<file path="config.mk">
export PLATFORM = sky130hd
export DESIGN_NAME = fifo_stream_reader
export DESIGN_NICKNAME = d
export VERILOG_FILES = /design/src/rtl/fifo_rd_pkg.sv /design/src/rtl/stream_skid_buf.sv /design/src/rtl/fifo_stream_reader.sv
export SDC_FILE = /design/constraint.sdc
export NUM_CORES = 1
export LEC_CHECK = 0
export CORE_MARGIN = 3
export CORE_UTILIZATION = 45
export DETAILED_ROUTE_END_ITERATION = 10
export GPL_ROUTABILITY_DRIVEN = 0
export PLACE_DENSITY_LB_ADDON = 0.2
export SYNTH_ARGS = -nofsm -noshare
export SYNTH_HDL_FRONTEND = slang
export SYNTH_SLANG_ARGS = --single-unit
</file>
<file path="constraint.sdc">
create_clock -name clk -period 1.5 [get_ports clk]
set_input_delay 0.3 -clock clk [delete_from_list [all_inputs] [get_ports clk]]
set_output_delay 0.3 -clock clk [all_outputs]
set_load 0.02 [all_outputs]
</file>
<file path="src/rtl/fifo_rd_pkg.sv">
// Shared types and sizing helpers for the FIFO stream reader.
package fifo_rd_pkg;

  typedef enum logic [1:0] {
    ST_IDLE  = 2'd0,
    ST_RUN   = 2'd1,
    ST_DRAIN = 2'd2
  } rd_state_e;

  localparam int unsigned OCC_W = 2;

  // Beat-counter width; a single-beat frame still needs one bit.
  function automatic int unsigned cnt_width(input int unsigned frame_len);
    return (frame_len > 1) ? $clog2(frame_len) : 1;
  endfunction

endpackage

</file>
<file path="src/rtl/stream_skid_buf.sv">
// Two-entry valid/ready buffer; entry 0 is always the head and drives the outputs.
module stream_skid_buf
  import fifo_rd_pkg::*;
#(
  parameter int unsigned PW = 3
) (
  input  logic             clk,
  input  logic             rst,
  input  logic             s_valid,
  input  logic [PW-1:0]    s_data,
  input  logic             m_ready,
  output logic             m_valid,
  output logic [PW-1:0]    m_data,
  output logic [OCC_W-1:0] occ
);

  logic [PW-1:0]    e0_q, e0_d, e1_q, e1_d;
  logic [OCC_W-1:0] occ_q, occ_d;
  logic             pop;

  assign m_valid = (occ_q != '0);
  assign m_data  = e0_q;
  assign occ     = occ_q;
  assign pop     = m_valid && m_ready;

  // Writer never pushes into a full buffer; upstream credit guarantees it.
  always_comb begin
    e0_d  = e0_q;
    e1_d  = e1_q;
    occ_d = occ_q;
    unique case ({s_valid, pop})
      2'b10: begin
        if (occ_q == '0) e0_d = s_data;
        else             e1_d = s_data;
        occ_d = occ_q + OCC_W'(1);
      end
      2'b01: begin
        e0_d  = e1_q;
        occ_d = occ_q - OCC_W'(1);
      end
      2'b11: begin
        if (occ_q == OCC_W'(1)) begin
          e0_d = s_data;
        end else begin
          e0_d = e1_q;
          e1_d = s_data;
        end
      end
      default: ;
    endcase
  end

  always_ff @(posedge clk or negedge rst) begin
    if (!rst) begin
      e0_q  <= '0;
      e1_q  <= '0;
      occ_q <= '0;
    end else begin
      e0_q  <= e0_d;
      e1_q  <= e1_d;
      occ_q <= occ_d;
    end
  end

endmodule

</file>
<file path="src/rtl/fifo_stream_reader.sv">
// Drains a registered-read FIFO into a valid/ready stream with frame "last" markers.
module fifo_stream_reader
  import fifo_rd_pkg::*;
#(
  parameter int unsigned WIDTH     = 2,
  parameter int unsigned FRAME_LEN = 4
) (
  input  logic             clk,
  input  logic             rst,
  input  logic             en,
  input  logic             fifo_empty,
  input  logic             fifo_wr_busy,
  output logic             fifo_rd_en,
  input  logic [WIDTH-1:0] fifo_rdata,
  output logic             m_valid,
  input  logic             m_ready,
  output logic [WIDTH-1:0] m_data,
  output logic             m_last,
  output logic             busy
);

  localparam int unsigned        CNT_W     = cnt_width(FRAME_LEN);
  localparam logic [CNT_W-1:0]   LAST_BEAT = CNT_W'(FRAME_LEN - 1);

  rd_state_e        state_q;
  logic             inflight_q;
  logic [CNT_W-1:0] cap_cnt_q, cap_cnt_d;
  logic [OCC_W-1:0] occ;
  logic             head_valid, hs, pop_acc, cap_last;
  logic [WIDTH:0]   head;

  assign hs = head_valid && m_ready;

  // A beat leaving this cycle frees the slot a new pop would need.
  assign fifo_rd_en = (state_q == ST_RUN) && en && !fifo_empty &&
                      (({1'b0, occ} + {2'b0, inflight_q}) < (3'd2 + {2'b0, hs}));
  assign pop_acc    = fifo_rd_en && !fifo_wr_busy;

  always_ff @(posedge clk or negedge rst) begin
    if (!rst) begin
      state_q <= ST_IDLE;
    end else begin
      unique case (state_q)
        ST_IDLE:  if (en) state_q <= ST_RUN;
        ST_RUN:   if (!en) state_q <= ST_DRAIN;
        ST_DRAIN: begin
          if (en)                              state_q <= ST_RUN;
          else if (!inflight_q && occ == '0)   state_q <= ST_IDLE;
        end
        default:  state_q <= ST_IDLE;
      endcase
    end
  end

  // Frame position is tagged at capture; capture order equals delivery order.
  assign cap_last  = (cap_cnt_q == LAST_BEAT);
  assign cap_cnt_d = cap_last ? '0 : cap_cnt_q + CNT_W'(1);

  always_ff @(posedge clk or negedge rst) begin
    if (!rst) begin
      inflight_q <= 1'b0;
      cap_cnt_q  <= '0;
    end else begin
      inflight_q <= pop_acc;
      if (inflight_q) cap_cnt_q <= cap_cnt_d;
    end
  end

  stream_skid_buf #(.PW(WIDTH + 1)) u_skid (
    .clk     (clk),
    .rst     (rst),
    .s_valid (inflight_q),
    .s_data  ({cap_last, fifo_rdata}),
    .m_ready (m_ready),
    .m_valid (head_valid),
    .m_data  (head),
    .occ     (occ)
  );

  assign m_valid = head_valid;
  assign m_data  = head[WIDTH-1:0];
  assign m_last  = head[WIDTH] && head_valid;
  assign busy    = inflight_q || (occ != '0);

endmodule
</file>
== Word-level counts from Yosys, hierarchy flattened ==
Index checks and enable logic that the tools add are counted.

* Register bits: 13
* Latch bits: 0
* Bits in writable memories: 0
* Memory bits (read-only): 0
* Input bits: 8
* Word-level logic and storage cells: 58
* Memories: 0

* Add/sub/neg operators: 5
* Multiply operators: 0
* Divide/modulo/power cells: 0
* $lt $le $gt $ge: 1
* Eq/ne operators: 13
* Shift operators: 0
* Mux-type cells: 13
* Bitwise logic cells: 0
* Reductions and logical operators: 20

{| class="wikitable"
|+ Operators with widths
! cell !! count
|-
| $mux W3 || 4
|-
| $mux W2 || 5
|-
| $ne A2 B2 Y1 const B || 5
|-
| $pmux W3 S3 || 1
|-
| $eq A2 B2 Y1 const B || 4
|-
| $logic_and A1 B1 Y1 || 7
|-
| $eq A2 B1 Y1 const B || 3
|-
| $pmux W2 S3 || 1
|-
| $pmux W3 S2 || 1
|-
| $reduce_and A3 Y1 || 2
|-
| $reduce_bool A2 Y1 || 3
|-
| $add A2 B1 Y2 const B || 2
|-
| $logic_not A2 Y1 || 2
|-
| $pmux W2 S2 || 1
|-
| $add A2 B1 Y3 || 1
|-
| $add A2 B1 Y3 const A || 1
|-
| $logic_not A1 Y1 || 3
|-
| $lt A3 B3 Y1 || 1
|-
| $ne A3 B3 Y1 const B || 1
|-
| $reduce_bool A3 Y1 || 1
|-
| $reduce_and A2 Y1 || 1
|-
| $sub A2 B1 Y2 const B || 1
|-
| $logic_or A1 B1 Y1 || 1
|}

== Depth between registers and ports, before layout ==
Gate-level depths: netlist (run 1).

* Depth in word-level cells: 6
* Gate-level depth with buffers: 7
* Mapped depth without buffers: 6

== Cells and area by module ==
A second synthesis (run 1) with hierarchy kept.

* Cells, all modules: 71
* Area, all modules: 778.2 um^2

{| class="wikitable"
|+ Modules (own cells, without submodules)
! module !! times used !! cells each !! area each (um^2) !! seq. area each (um^2)
|-
| stream_skid_buf || 1 || 49 || 501.7 || 200.2
|-
| fifo_stream_reader || 1 || 22 || 276.5 || 125.1
|}

== Worst setup path before layout (run 1) ==
Ideal clock, no wire load.

* Path type: register -> output
* Start point: reg u_skid.occ_q[0] (netlist: u_skid.occ[0])
* End point: out fifo_rd_en
* Arrival time: 1.238 ns
* Required time: 1.200 ns
* Setup slack: -0.038 ns
* Stages on the path, launching flop included: 6
* Path buffers: 0
* Path through: dfrtp_1 -> inv_1 -> ha_1 -> nand2b_1 -> o21ai_1 -> and3_1

* Longest elaborated chain between the ends: 5

{| class="wikitable"
|+ RTL lines
! element !! line !! RTL
|-
| start: declaration || stream_skid_buf.sv:18 || <nowiki>logic [OCC_W-1:0] occ_q, occ_d;</nowiki>
|-
| start signal: assignment || stream_skid_buf.sv:57 || <nowiki>occ_q <= '0;</nowiki>
|-
| start signal: assignment || stream_skid_buf.sv:61 || <nowiki>occ_q <= occ_d;</nowiki>
|-
| $reduce_bool A2 Y1 || stream_skid_buf.sv:21 || <nowiki>assign m_valid = (occ_q != '0);</nowiki>
|-
| $logic_and A1 B1 Y1 || fifo_stream_reader.sv:32 || <nowiki>assign hs = head_valid && m_ready;</nowiki>
|-
| $add A2 B1 Y3 || fifo_stream_reader.sv:36 || <nowiki>(({1'b0, occ} + {2'b0, inflight_q}) < (3'd2 + {2'b0, hs}));</nowiki>
|-
| $lt A3 B3 Y1 (*) || fifo_stream_reader.sv:36 ||
|-
| $logic_and A1 B1 Y1 (*) || fifo_stream_reader.sv:35 || <nowiki>assign fifo_rd_en = (state_q == ST_RUN) && en && !fifo_empty &&</nowiki>
|-
| end: declaration || fifo_stream_reader.sv:13 || <nowiki>output logic fifo_rd_en,</nowiki>
|}

Mark *: on every way between the ends. The rest lies on a longest branch, timed or not.

== Final worst setup path (run 1) ==
Same ends and word-level chain as after synthesis.

==> results of run 1 <==
[sequential cells by signal (all words and copies together), names as in the netlist]
| register | cells |
|---|---|
| u_skid.e1_q | 3 |
| u_skid.m_data | 3 |
| cap_cnt_q | 2 |
| state_q | 2 |
| u_skid.occ | 2 |
| inflight_q | 1 |
[kinds of logic (layout without fill, tap and decap cells)]
logic type               count (synthesis)  after routing  share of synthesized area, %
AO/OA/AOI/OAI                           16             16                         13.77
XOR/XNOR                                 1              1                         1.096
adder cells (fa/ha/maj)                  6              6                         9.389
buffers and inverters                    8             40                         5.788
flip-flops                              13             13                         40.69
multiplexers                            12             12                         15.81
AND/OR/NAND/NOR                         21             21                         13.46
[area by class of cell]
| class | instances | area, µm² | area share (%) |
|---|---|---|---|
| inverter | 4 | 15.01 | 1.176 |
| multi-input combinational | 56 | 578.1 | 45.29 |
| clock buffer | 4 | 26.28 | 2.059 |
| tap | 24 | 30.03 | 2.353 |
| timing repair buffer | 32 | 301.5 | 23.63 |
| sequential | 13 | 325.3 | 25.49 |
[cells in the mapped netlist, drive strengths merged]
cell type,count
nand3,2
xnor2,1
nand2,4
o21ai,4
a22oi,3
buf,4
nand2b,4
ha,6
nor2,5
nand3b,1
nor3,1
mux2i,7
and3,1
and2b,1
a21o,1
inv,4
o22a,3
mux2,5
a21boi,1
dfrtp,13
a211oi,1
a21oi,2
o32ai,1
nor2b,2
[worst max-delay path by stage]
| stage | start | to | slack (ns) | cells past startpoint |
|---|---|---|---|---|
| after floorplan | u_skid.occ[0] | fifo_rd_en | 0.003 | 5 |
| after global placement | m_ready | fifo_rd_en | -0.57 | 5 |
| after detailed placement | m_ready | fifo_rd_en | -0.60 | 5 |
| after CTS | u_skid.occ[0] | fifo_rd_en | -0.31 | 5 |
| after global routing | u_skid.occ[0] | fifo_rd_en | -0.35 | 5 |
| final | u_skid.occ[0] | fifo_rd_en | -0.28 | 5 |
[power groups by stage]
stage / Sequential (mW) / Clock (mW) / Combinational [mW]
finish: 0.576 / 0.215 / 1.68
global route: 0.585 / 0.238 / 1.80
CTS: 0.567 / 0.224 / 1.29
detailed placement: 0.574 / 0 / 1.21
global placement: 0.565 / 0 / 1.18
floorplan: 0.566 / 0 / 0.749
[what timing repair did]
item,CTS,global route
pin swaps,5,12
gates resized for setup,34,33
setup buffers,0,4
setup endpoints to repair,14,12
[stage by stage]
step / hold WS (ns) / cells / instance area, µm²
floorplan: 0.004409 / 77 / 804.5
CTS: 0.3264 / 130 / 1130
global route: 0.3441 / 133 / 1276
global placement: 0.4607 / 126 / 1054
detailed placement: 0.4712 / 126 / 1054
finish: 0.3283 / 133 / 1276
[per-layer routing]
metal / wire, µm / GRT usage, % / vias up
met4: 57 / 8.065 / 0
met1: 825 / 21.71 / 351
met5: 0 / 0 / -
li1: - / - / 338
met3: 64 / 2.214 / 7
met2: 985 / 29.43 / 17
[worst max-delay path, cell delays in order, from the launching register on]
cell and delay [ns]:
dfrtp_1 0.41, ha_2 0.20, ha_4 0.15, nor3_2 0.13, and3_4 0.20, buf_6 0.11
==> run_results.csv, run 1 <==
group,metric,value,unit
timing,rsz0062_at_grt,"true",
worst_setup_path,crit_type,"reg -> out",
pwr,power,2.473,mW
placed_design,dp_hpwl,1257,µm
final_layout,fin_nets,124,
floorplanning,fp.dieH,48.15,µm
synthesis,avgSynthCellArea,10.38,µm²
worst_setup_path,cp_max_fo,3,
floorplanning,die_area,2318,µm²
clock_tree,clkTransAtPathRegs,0.07,ns
floorplanning,initial_core_util,50.16,%
outcome,violations,"negative setup slack",
pwr,ir_drop,1056,µV
floorplanning,rows,14,
final_layout,n_fill_cell,95,
timing,min_period,1.782,ns
pwr,p_sw,0.9385,mW
placed_design,io_buffers,13,
final_layout,diodes,0,
timing,fin_crit_sh,118.8,%
synthesis,netlist_instances,77,
clock_tree,clock_path_buffers,2,
synthesis,synth_cell_types,28,
routing,drt_pass1_iterations,4,
final_layout,layout_common_cells,"dfrtp_1 (13), buf_4 (12), buf_6 (11)",
pwr,switching_share,37.95,%
routing,drtAntennaViolNets,0,
worst_setup_path,crit_path_start_kind,"flop",
placed_design,place_ws,-0.6014,ns
clock_tree,htree_num_levels,1,
synthesis,netlist_top_cells_area,"dfrtp_1 (41%), ha_1 (9.4%), mux2i_1 (8.8%)",
final_layout,utilization,80.06,%
floorplanning,core-area,1594,µm²
pwr,p_int,1.534,mW
pwr,p_seq_share,23.3,%
timing,fin_ws,-0.2818,ns
floorplanning,io_pins,14,
synthesis,synth_fp_nets,91,
worst_setup_path,reg2regPathDepth,8,
worst_setup_path,worstPathArrival,1.48,ns
final_layout,layout-drive-gt1-share,49.54,%
routing,vias,713,
synthesis,synth_top_area_cell,"dfrtp_1",
worst_setup_path,crit_path_end_kind,"primary output",
pwr,p_clk_share,8.7,%
worst_setup_path,timing.rr.start,"u_skid.occ[0]",
timing,setup_viol,4,
clock_tree,clk_latency,0.28,ns
worst_setup_path,rr_endpoint,"u_skid.m_data[2]",
timing,hold_viol_final,0,
global_route,grt_pass1_wl,2711,µm
synthesis,ys_ff_latch,13,
clock_tree,cts_made_buffers,3,
final_layout,area_growth,59.62,%
global_route,antenna_found_initial,0,
timing,fmax,561.2,MHz
worst_setup_path,required,1.20,ns
global_route,overflow,0,
timing,worstMarginPinSlew,0.2414,ns
clock_tree,cts_sinks,13,
routing,wl_per_cell,14.53,µm
pwr,cellPowerDensity,1938,nW/µm²
synthesis,ys_warn_count,0,
hold_path,hold_class,"in -> async",
pwr,p_leak,0.5649,nW
global_route,grt_usage,17.35,%
timing,setup-tns-final,-0.4197,ns
synthesis,ys_seq_area_share,40.69,%
job,drv_cap,0,
clock_tree,cts-root-buf,"clkbuf_4",
synthesis,synth_area,799.5,µm²
clock_tree,cts_tree,"built",
global_route,grt_pass1_vias,648,
routing,drc_errors,0,
timing,maxSlewViolCount,0,
timing,fin_skew,0.001720,ns
synthesis,synth_top_area_share,40.69,%
routing,routed_wl,1933,µm
final_layout,final_common_cell,"dfrtp_1",
floorplanning,die_w,48.15,µm
worst_setup_path,reg2reg_slack,0,ns
routing,drt_iter0_drc,22,
timing,slew_headroom,83.86,%
routing,vias_per_cell,5.361,
outcome,status,"finished with violations",
clock_tree,cts-hold-fix-buffers,0,
pwr,pwr-share-comb,68.0,%
global_route,grt_max_degree,16,
Note: power is estimated with default switching activity, not from simulation.
==> run 2, diff against run 1 <==
--- a/config.mk
+++ b/config.mk
@@ -5,11 +5,12 @@
 export SDC_FILE = /design/constraint.sdc
 export NUM_CORES = 1
 export LEC_CHECK = 0
+export CAP_MARGIN = 40
 export CORE_MARGIN = 3
 export CORE_UTILIZATION = 45
 export DETAILED_ROUTE_END_ITERATION = 10
 export GPL_ROUTABILITY_DRIVEN = 0
-export PLACE_DENSITY_LB_ADDON = 0.2
+export PLACE_DENSITY = 0.72
 export SYNTH_ARGS = -nofsm -noshare
 export SYNTH_HDL_FRONTEND = slang
 export SYNTH_SLANG_ARGS = --single-unit
==> run 2 against run 1 <==
The run still ends with negative setup slack left. Clock-buffer cell count did not move. Hold slack got worse by 0.017 ns. Cell count fell by 0.75%. Clock skew fell by 0.0012 ns. Sequential share of layout area rose by 0.51 points. Via count fell by 6.7%. Die area did not move. Critical path type unchanged. Final area fell by 2.0%. First-iteration DRC count fell by 59%.
==> run_results.csv, run 2 (same netlist as run 1, synthesis figures left out) <==
group,metric,value,unit
outcome,status,"finished with violations",
outcome,violations,"negative setup slack",
final_layout,n_fill_cell,103,
worst_setup_path,reg2reg_slack,-0.05,ns
worst_setup_path,crit_start,"u_skid.occ[0]",
worst_setup_path,cp_max_fo,3,
floorplanning,io_pins,14,
placed_design,place_ws,-0.5987,ns
timing,fin_skew,0.0005289,ns
pwr,ir_drop,950.5,µV
worst_setup_path,timing.rr.start,"u_skid.occ[0]",
final_layout,instances_no_fill,132,
global_route,overflow,0,
worst_setup_path,worstPathArrival,1.50,ns
worst_setup_path,reg2regPathDepth,7,
timing,hold_viol_final,0,
final_layout,fin_nets,123,
floorplanning,core-area,1594,µm²
placed_design,dp_hpwl,1308,µm
final_layout,multi_input_area,569.3,µm²
pwr,cellPowerDensity,1920,nW/µm²
timing,fin_crit_sh,120.0,%
final_layout,area_growth,56.49,%
routing,drtAntennaViolNets,0,
routing,vias,665,
routing,drc_errors,0,
timing,slew_headroom,84.54,%
global_route,grt_pass1_wl,2911,µm
final_layout,layout-drive-gt1-share,47.22,%
job,drv_cap,0,
routing,drt_iter0_drc,9,
final_layout,fin_area,1251,µm²
clock_tree,clk_latency,0.28,ns
clock_tree,cts_tree,"built",
worst_setup_path,crit_type,"reg -> out",
timing,worstMarginPinSlew,0.2312,ns
timing,maxSlewViolCount,0,
floorplanning,die_w,48.15,µm
clock_tree,clock_path_buffers,2,
floorplanning,rows,14,
timing,setup_viol,9,
worst_setup_path,crit_path_start_kind,"flop",
final_layout,layout_common_cells,"buf_4 (14), dfrtp_1 (13), buf_6 (8)",
worst_setup_path,crit_end,"fifo_rd_en",
global_route,grt_pass1_vias,668,
final_layout,final_common_cell,"buf_4",
clock_tree,clkTransAtPathRegs,0.08,ns
clock_tree,cts-root-buf,"clkbuf_4",
final_layout,diodes,0,
final_layout,utilization,78.49,%
timing,fmax,555.4,MHz
placed_design,dp_cells,127,
floorplanning,fp.dieH,48.15,µm
clock_tree,htree_num_levels,1,
hold_path,hold_class,"in -> async",
routing,wl_per_cell,14.57,µm
timing,min_period,1.801,ns
clock_tree,cts-hold-fix-buffers,0,
worst_setup_path,crit_path_end_kind,"primary output",
clock_tree,cts_sinks,13,
floorplanning,die_area,2318,µm²
pwr,p_leak,0.5528,nW
routing,drt_pass1_iterations,4,
routing,routed_wl,1923,µm
placed_design,place_area,1061,µm²
timing,setup-tns-final,-0.7452,ns
global_route,antenna_found_initial,0,
timing,rsz0062_at_grt,"true",
worst_setup_path,required,1.20,ns
routing,vias_per_cell,5.038,
timing,fin_ws,-0.3007,ns
final_layout,seq_area,325.3,µm²
global_route,grt_max_degree,16,
clock_tree,cts_made_buffers,3,
placed_design,io_buffers,13,
floorplanning,initial_core_util,50.16,%
global_route,grt_usage,18.61,%
worst_setup_path,rr_endpoint,"u_skid.m_data[1]",
## run 2: worst max-delay path, stage by stage (launching register included)
cell     delay, ns
dfrtp_1       0.44
ha_4          0.19
ha_4          0.15
nor3_2        0.13
and3_4        0.20
buf_6         0.11
## run 2: stage by stage
step                total power [mW]  hold slack [ns]
floorplan                      1.314         0.004409
global placement               1.759           0.4663
detailed placement             1.811           0.4746
CTS                            2.165           0.3102
global route                   2.556           0.3239
finish                         2.402           0.3112
## run 2: worst min-delay path by stage
stage,from,end,slack (ns),depth (start not counted)
2_1_floorplan,rst,cap_cnt_q[0],0.004,0
3_3_place_gp,state_q[1],state_q[0],0.47,1
3_5_place_dp,u_skid.m_data[2],u_skid.m_data[2],0.47,1
4_1_cts,rst,u_skid.e1_q[1],0.31,2
5_1_grt,rst,u_skid.m_data[1],0.32,2
6_report,rst,u_skid.e1_q[1],0.31,2
## run 2: where the power goes
group / leakage, nW / internal, mW / switching, mW / total (mW)
clock network: 0.0150 / 0.103 / 0.121 / 0.225
logic: 0.376 / 0.888 / 0.708 / 1.60
registers: 0.162 / 0.486 / 0.0956 / 0.581
## run 2: metal layers
| layer | track usage (%) | routed length, µm |
|---|---|---|
| met1 | 23.26 | 839 |
| met2 | 31.25 | 993 |
| met3 | 3.321 | 60 |
| met4 | 8.065 | 30 |
| met5 | 0 | 0 |
## run 2: timing repair
item / in CTS / in global routing
setup buffers: 0 / 1
resized for setup: 39 / 23
pin swaps: 5 / 8
setup endpoints to repair: 14 / 12
cloned: 0 / 0
## run 2: area by class of cell
cell class              count  area share, %
repair buffers             31          22.60
multi-input cells          56          45.50
well taps                  24          2.400
clock buffers               4          2.100
inverters                   4          1.400
flip-flops and latches     13          26.00
